--- src/rtl/mult_iter_param_if.sv ---
// Request/result bundle for the iterative multiplier. The execute stage is the master.
// Holds the level-held mult_begin/mult_end handshake, the operands and the product.
interface mult_iter_param_if #(
    parameter int WIDTH = 32
);
    logic               mult_begin;
    logic               mult_signed;
    logic [WIDTH-1:0]   mult_op1;
    logic [WIDTH-1:0]   mult_op2;
    logic [2*WIDTH-1:0] product;
    logic               mult_end;
    logic               mult_busy;

    modport master (
        output mult_begin, mult_signed, mult_op1, mult_op2,
        input  product, mult_end, mult_busy
    );

    modport slave (
        input  mult_begin, mult_signed, mult_op1, mult_op2,
        output product, mult_end, mult_busy
    );
endinterface

--- src/rtl/mult_iter_param.sv ---
// Iterative shift-add multiplier: WIDTH x WIDTH -> 2*WIDTH, signed or unsigned per operation.
// Define MULT_RADIX4_EN to retire two multiplier bits per cycle (WIDTH must then be even).
module mult_iter_param #(
    parameter int WIDTH = 32
) (
    input  logic               clk,
    input  logic               rst,
    mult_iter_param_if.slave   bus
);
    localparam int PW = 2 * WIDTH;
    localparam int CW = $clog2(WIDTH + 1);
`ifdef MULT_RADIX4_EN
    localparam int STEPS = WIDTH / 2;
`else
    localparam int STEPS = WIDTH;
`endif

    typedef enum logic [1:0] {IDLE, CALC, DONE} state_t;

    state_t           state_reg;
    logic [WIDTH-1:0] mcand_reg;
    logic [WIDTH-1:0] mplier_reg;
    logic [PW-1:0]    acc_reg;
    logic [CW-1:0]    count_reg;
    logic             sign_reg;
    logic [PW-1:0]    product_reg;
    logic             end_reg;
    logic             busy_reg;
`ifdef MULT_RADIX4_EN
    logic [WIDTH+1:0] m3_reg;
`endif

    logic             neg1, neg2;
    logic [WIDTH-1:0] mag1, mag2;
    logic [CW-1:0]    idx;
    logic [PW-1:0]    partial;
    logic [PW-1:0]    addend;
    logic [PW-1:0]    acc_next;
    logic [PW-1:0]    result_next;

    // Magnitudes fit in WIDTH unsigned bits, including 2^(WIDTH-1) for the most negative operand.
    assign neg1 = bus.mult_signed & bus.mult_op1[WIDTH-1];
    assign neg2 = bus.mult_signed & bus.mult_op2[WIDTH-1];
    assign mag1 = neg1 ? -bus.mult_op1 : bus.mult_op1;
    assign mag2 = neg2 ? -bus.mult_op2 : bus.mult_op2;

    always_comb begin
        partial = '0;
`ifdef MULT_RADIX4_EN
        idx = CW'(WIDTH) - (count_reg << 1);
        case (mplier_reg[1:0])
            2'd1:    partial = PW'(mcand_reg);
            2'd2:    partial = PW'(mcand_reg) << 1;
            2'd3:    partial = PW'(m3_reg);
            default: partial = '0;
        endcase
`else
        idx = CW'(WIDTH) - count_reg;
        if (mplier_reg[0])
            partial = PW'(mcand_reg);
`endif
        addend      = partial << idx;
        acc_next    = acc_reg + addend;
        result_next = sign_reg ? -acc_next : acc_next;
    end

    always_ff @(posedge clk or posedge rst) begin
        if (rst) begin
            state_reg   <= IDLE;
            mcand_reg   <= '0;
            mplier_reg  <= '0;
            acc_reg     <= '0;
            count_reg   <= '0;
            sign_reg    <= 1'b0;
            product_reg <= '0;
            end_reg     <= 1'b0;
            busy_reg    <= 1'b0;
`ifdef MULT_RADIX4_EN
            m3_reg      <= '0;
`endif
        end else begin
            case (state_reg)
                IDLE: begin
                    if (bus.mult_begin) begin
                        mcand_reg  <= mag1;
                        mplier_reg <= mag2;
                        // A zero operand never yields a negative result.
                        sign_reg   <= (neg1 ^ neg2) & (|bus.mult_op1) & (|bus.mult_op2);
                        acc_reg    <= '0;
                        count_reg  <= CW'(STEPS);
                        busy_reg   <= 1'b1;
                        state_reg  <= CALC;
`ifdef MULT_RADIX4_EN
                        m3_reg     <= (WIDTH+2)'(mag1) + ((WIDTH+2)'(mag1) << 1);
`endif
                    end
                end
                CALC: begin
                    if (!bus.mult_begin) begin
                        busy_reg  <= 1'b0;
                        state_reg <= IDLE;
                    end else begin
                        acc_reg   <= acc_next;
`ifdef MULT_RADIX4_EN
                        mplier_reg <= mplier_reg >> 2;
`else
                        mplier_reg <= mplier_reg >> 1;
`endif
                        count_reg <= count_reg - 1'b1;
                        if (count_reg == CW'(1)) begin
                            product_reg <= result_next;
                            end_reg     <= 1'b1;
                            busy_reg    <= 1'b0;
                            state_reg   <= DONE;
                        end
                    end
                end
                DONE: begin
                    if (!bus.mult_begin) begin
                        end_reg   <= 1'b0;
                        state_reg <= IDLE;
                    end
                end
                default: state_reg <= IDLE;
            endcase
        end
    end

    assign bus.product   = product_reg;
    assign bus.mult_end  = end_reg;
    assign bus.mult_busy = busy_reg;
endmodule

--- src/flat_wrapper.sv ---
// flat-port wrapper written by rule: the top's interface ports become plain ports
module mult_iter_param_flat 
#(
    parameter int WIDTH = 32
)
  (clk, rst, bus_mult_begin, bus_mult_signed, bus_mult_op1, bus_mult_op2, bus_product, bus_mult_end, bus_mult_busy);
  mult_iter_param_if #(.WIDTH(WIDTH)) bus_i ();
  input  logic clk;
  input  logic rst;
  input wire logic [$bits(bus_i.mult_begin)-1:0] bus_mult_begin;
  input wire logic [$bits(bus_i.mult_signed)-1:0] bus_mult_signed;
  input wire logic [$bits(bus_i.mult_op1)-1:0] bus_mult_op1;
  input wire logic [$bits(bus_i.mult_op2)-1:0] bus_mult_op2;
  output wire logic [$bits(bus_i.product)-1:0] bus_product;
  output wire logic [$bits(bus_i.mult_end)-1:0] bus_mult_end;
  output wire logic [$bits(bus_i.mult_busy)-1:0] bus_mult_busy;
  assign bus_i.mult_begin = bus_mult_begin;
  assign bus_i.mult_signed = bus_mult_signed;
  assign bus_i.mult_op1 = bus_mult_op1;
  assign bus_i.mult_op2 = bus_mult_op2;
  assign bus_product = bus_i.product;
  assign bus_mult_end = bus_i.mult_end;
  assign bus_mult_busy = bus_i.mult_busy;
  mult_iter_param #(.WIDTH(WIDTH)) u_core (.clk(clk), .rst(rst), .bus(bus_i));
endmodule
--- config.mk ---
export PLATFORM = sky130hd
export DESIGN_NAME = mult_iter_param_flat
export DESIGN_NICKNAME = d
export VERILOG_FILES = /design/src/rtl/mult_iter_param_if.sv /design/src/rtl/mult_iter_param.sv /design/src/flat_wrapper.sv
export SDC_FILE = /design/constraint.sdc
export NUM_CORES = 1
export LEC_CHECK = 0
export CAP_MARGIN = 40
export CORE_ASPECT_RATIO = 1.75
export CORE_MARGIN = 1.5
export CORE_UTILIZATION = 30
export DETAILED_ROUTE_END_ITERATION = 6
export PLACE_DENSITY = 0.44
export SYNTH_ARGS = -nofsm -noshare
export SYNTH_HDL_FRONTEND = slang
export SYNTH_SLANG_ARGS = --single-unit
--- constraint.sdc ---
create_clock -name clk -period 10.01 [get_ports clk]
set_input_delay 1.001 -clock clk [delete_from_list [all_inputs] [get_ports clk]]
set_output_delay 1.001 -clock clk [all_outputs]
set_load 0.01 [all_outputs]
==> results.json <==
{
  "grt_max_degree": 84,
  "track_usage": 0.255,
  "ctsHoldBuffers": 0,
  "finalHoldViolations": 0,
  "routed-via-count": 18735,
  "synth_enable_flop_cells": 0,
  "cts_resized": 0,
  "area_of_the_die_sq_um": 63800,
  "chipHeight_microns": 333,
  "setup.worst_path.class": "flip-flop to flip-flop",
  "final-max-slew-violation-count": 0,
  "timing.critical_path.buf_inv": 2,
  "path_clk_slew_ns": 0.06,
  "ir_worst_vdd_mv": 0.162,
  "timing.fmax_ghz": 0.132,
  "period_share": 0.754,
  "post_route_cells_drive_above_1_share": 0.0923,
  "crit_required_ns": 10.46,
  "status": "completed",
  "top_cells_by_area_synth": "sky130_fd_sc_hd__dfrtp_1 (27%), sky130_fd_sc_hd__nand2_1 (6.2%), sky130_fd_sc_hd__o21ai_0 (5.7%)",
  "asyncSetResetFlopFracSynth": 1.00,
  "synthesis.area_per_instance_sq_um": 7.83,
  "fp_rows": 120,
  "period_needed_ns": 7.55,
  "num-nets-final": 2579,
  "areaGrowthSynthToFinish_pct": 16.2,
  "rsz_0062_raised_after_global_routing": "no",
  "grt_first_pass_wirelength_microns": 121000,
  "ys_top_cells_by_count": "sky130_fd_sc_hd__nand2_1 (310), sky130_fd_sc_hd__nor2_1 (259), sky130_fd_sc_hd__o21ai_0 (212)",
  "holdWs_ns": 0.474,
  "dp_slack_ns": 2.48,
  "drc_errors": 0,
  "max_slew_margin": 0.361,
  "grt_overflow_total": 0,
  "yosys.area.top_type_share": 0.272,
  "first_pass_detailed_route_iteration_total": 6,
  "met1Wirelength_microns": 29700,
  "viasPerCell": 5.76,
  "cts.repair_timing.setup_buffer_count": 0,
  "holdCritPathClass": "flip-flop to flip-flop",
  "crit_slowest_cell": "sky130_fd_sc_hd__ha_1",
  "crit_fanout": 22,
  "count_of_port_buffers_added_during_placement": 133,
  "synth.distinct_cells": 107,
  "static-leakage-power_nw": 8.49,
  "fin_worst_skew_ns": 0.0115,
  "p_clk_frac": 0.113,
  "max_cap_violations": 0,
  "worst_pin_slew_ns": 0.949,
  "report.power.total_mw": 8.00,
  "critical_path.endpoint_type": "flip-flop",
  "synthMostInstantiatedCell": "sky130_fd_sc_hd__nand2_1",
  "routed-wl-met2_microns": 42400,
  "seq_power_share": 0.147,
  "gp_routability_congestion": 0.982,
  "cpPeakStageDelay_ns": 0.69,
  "tns_ns": 0,
  "intPower_mw": 3.43,
  "cts_root_buf": "sky130_fd_sc_hd__clkbuf_16",
  "cts.sink_count": 203,
  "antenna-diode-count": 0,
  "netlist_instances": 2383,
  "clk_path_buf_depth": 3,
  "critical_path.cell_chain": "inv_1, ha_1, buf_4, mux4_2, nand3_1, o21ai_0, o21ai_0, nor2_1, ha_1, a21oi_1, o21ai_1, a211oi_4, xnor2_1, a2111oi_2, nand3_1, nor4_2, nand4_1, o31ai_2, xor2_1, mux2_2",
  "timing.final.ws_setup_ns": 2.46,
  "design.core.area_sq_um": 61400,
  "synth.cell_area_sq_um": 18700,
  "insertion_delay_ns": 0.57,
  "dr.first_iter.drc_count": 1102,
  "route.detailed.wl_per_inst_microns": 25.1,
  "starting_density_of_the_core": 0.304,
  "data_arrival_critical_path_ns": 8.00,
  "sequential_cell_area_fraction_in_the_yosys_report": 0.272,
  "final_util": 0.353,
  "cts-buffers-inserted": 23,
  "power-per-cell-area_nw_per_um2": 369,
  "switchingPower_mw": 4.57,
  "synth_top_cell_by_area": "sky130_fd_sc_hd__dfrtp_1",
  "crit_family": "compound AO/OA/AOI/OAI gates",
  "cts_tree": "yes",
  "synth.yosys.warnings": 0,
  "worst_setup_path_start_kind": "flip-flop",
  "ys_ff_latch": 203,
  "met3_length_microns": 2430,
  "dieWidth_microns": 192,
  "pwr-share-comb": 0.740,
  "swShare": 0.571,
  "syn_nets": 2520,
  "setup-violations-final": 0,
  "highest_layer": "met4",
  "grt_pass1_vias": 18718,
  "i_o_pin_cnt": 134,
  "synth-main-ff-cell": "sky130_fd_sc_hd__dfrtp_1",
  "hpwlAfterDp_microns": 66800,
  "antenna_found_initial": 0,
  "clock_tree.htree_level_count": 1,
  "wirelength_microns": 81700,
  "drtAntennaViolNets": 0
}
cell families after synthesis:
family	share of synthesized area
simple gates	0.242
compound gates	0.277
flops	0.272
buf+inv	0.0402
xor+xnor	0.0685
fa+ha+maj	0.0467
mux	0.0540
power groups by stage:
stage | logic (mW) | clock network (mW) | registers (mW)
after floorplan | 3.62 | 0 | 1.15
after global placement | 5.83 | 0 | 1.19
after detailed placement | 5.87 | 0 | 1.19
after CTS | 5.90 | 0.942 | 1.18
after global routing | 6.33 | 0.963 | 1.20
final | 5.91 | 0.905 | 1.18
path summary, 6_finish.rpt:
check | startpoint | endpoint | slack (ns) | depth (start not counted)
setup / recovery | u_core.count_reg[1] | u_core.bus.product[54] | 2.46 | 20
hold / removal | u_core.bus.product[32] | u_core.bus.product[32] | 0.47 | 2
setup reg to reg | u_core.count_reg[1] | u_core.bus.product[54] | 2.46 | 20
hold reg to reg | u_core.bus.product[32] | u_core.bus.product[32] | 0.47 | 2
max in group asynchronous | rst | u_core.bus.product[44] | 7.90 | 3
min in group asynchronous | rst | u_core.bus.product[3] | 0.91 | 2
worst reg2reg max path, cell delays in order (launching register included):
cell and delay, ns:
sky130_fd_sc_hd__dfrtp_1 0.36, sky130_fd_sc_hd__inv_1 0.08, sky130_fd_sc_hd__ha_1 0.69, sky130_fd_sc_hd__buf_4 0.39
sky130_fd_sc_hd__mux4_2 0.36, sky130_fd_sc_hd__nand3_1 0.10, sky130_fd_sc_hd__o21ai_0 0.12, sky130_fd_sc_hd__o21ai_0 0.61
sky130_fd_sc_hd__nor2_1 0.16, sky130_fd_sc_hd__ha_1 0.47, sky130_fd_sc_hd__a21oi_1 0.30, sky130_fd_sc_hd__o21ai_1 0.29
sky130_fd_sc_hd__a211oi_4 0.64, sky130_fd_sc_hd__xnor2_1 0.28, sky130_fd_sc_hd__a2111oi_2 0.47, sky130_fd_sc_hd__nand3_1 0.38
sky130_fd_sc_hd__nor4_2 0.54, sky130_fd_sc_hd__nand4_1 0.45, sky130_fd_sc_hd__o31ai_2 0.36, sky130_fd_sc_hd__xor2_1 0.11
sky130_fd_sc_hd__mux2_2 0.28
placed cells by master (no fill, tap or decap), drive strengths merged, types with 60 or more instances in the layout:
master	Yosys	routed
nor3	60	60
xor2	78	78
nor2	260	260
o21ai	261	261
ha	68	68
xnor2	68	68
dfrtp	203	203
nand2	310	310
clkdlybuf4s50	0	133
nand3	74	74
a21oi	215	215
stage by stage:
step                area, sq um  instances
global placement          20800       3198
CTS                       21700       3252
global route              21700       3252
floorplan                 18700       2383
detailed placement        20900       3210
finish                    21700       3252
layout make-up:
type | count | area (sq um)
well taps | 793 | 992
clock inverters | 6 | 111
clock buffers | 36 | 664
fillers | 6559 | 39700
repair buffers | 187 | 1790
inverters | 34 | 135
flip-flops and latches | 203 | 5080
multi-input cells | 1993 | 12900
metal layers:
layer / GRT usage / vias up
met5: 0 / -
met4: 0.193 / 0
met3: 0.0196 / 198
met2: 0.472 / 545
met1: 0.264 / 9067
li1: - / 8925
Note: power is estimated with default switching activity, not from simulation.
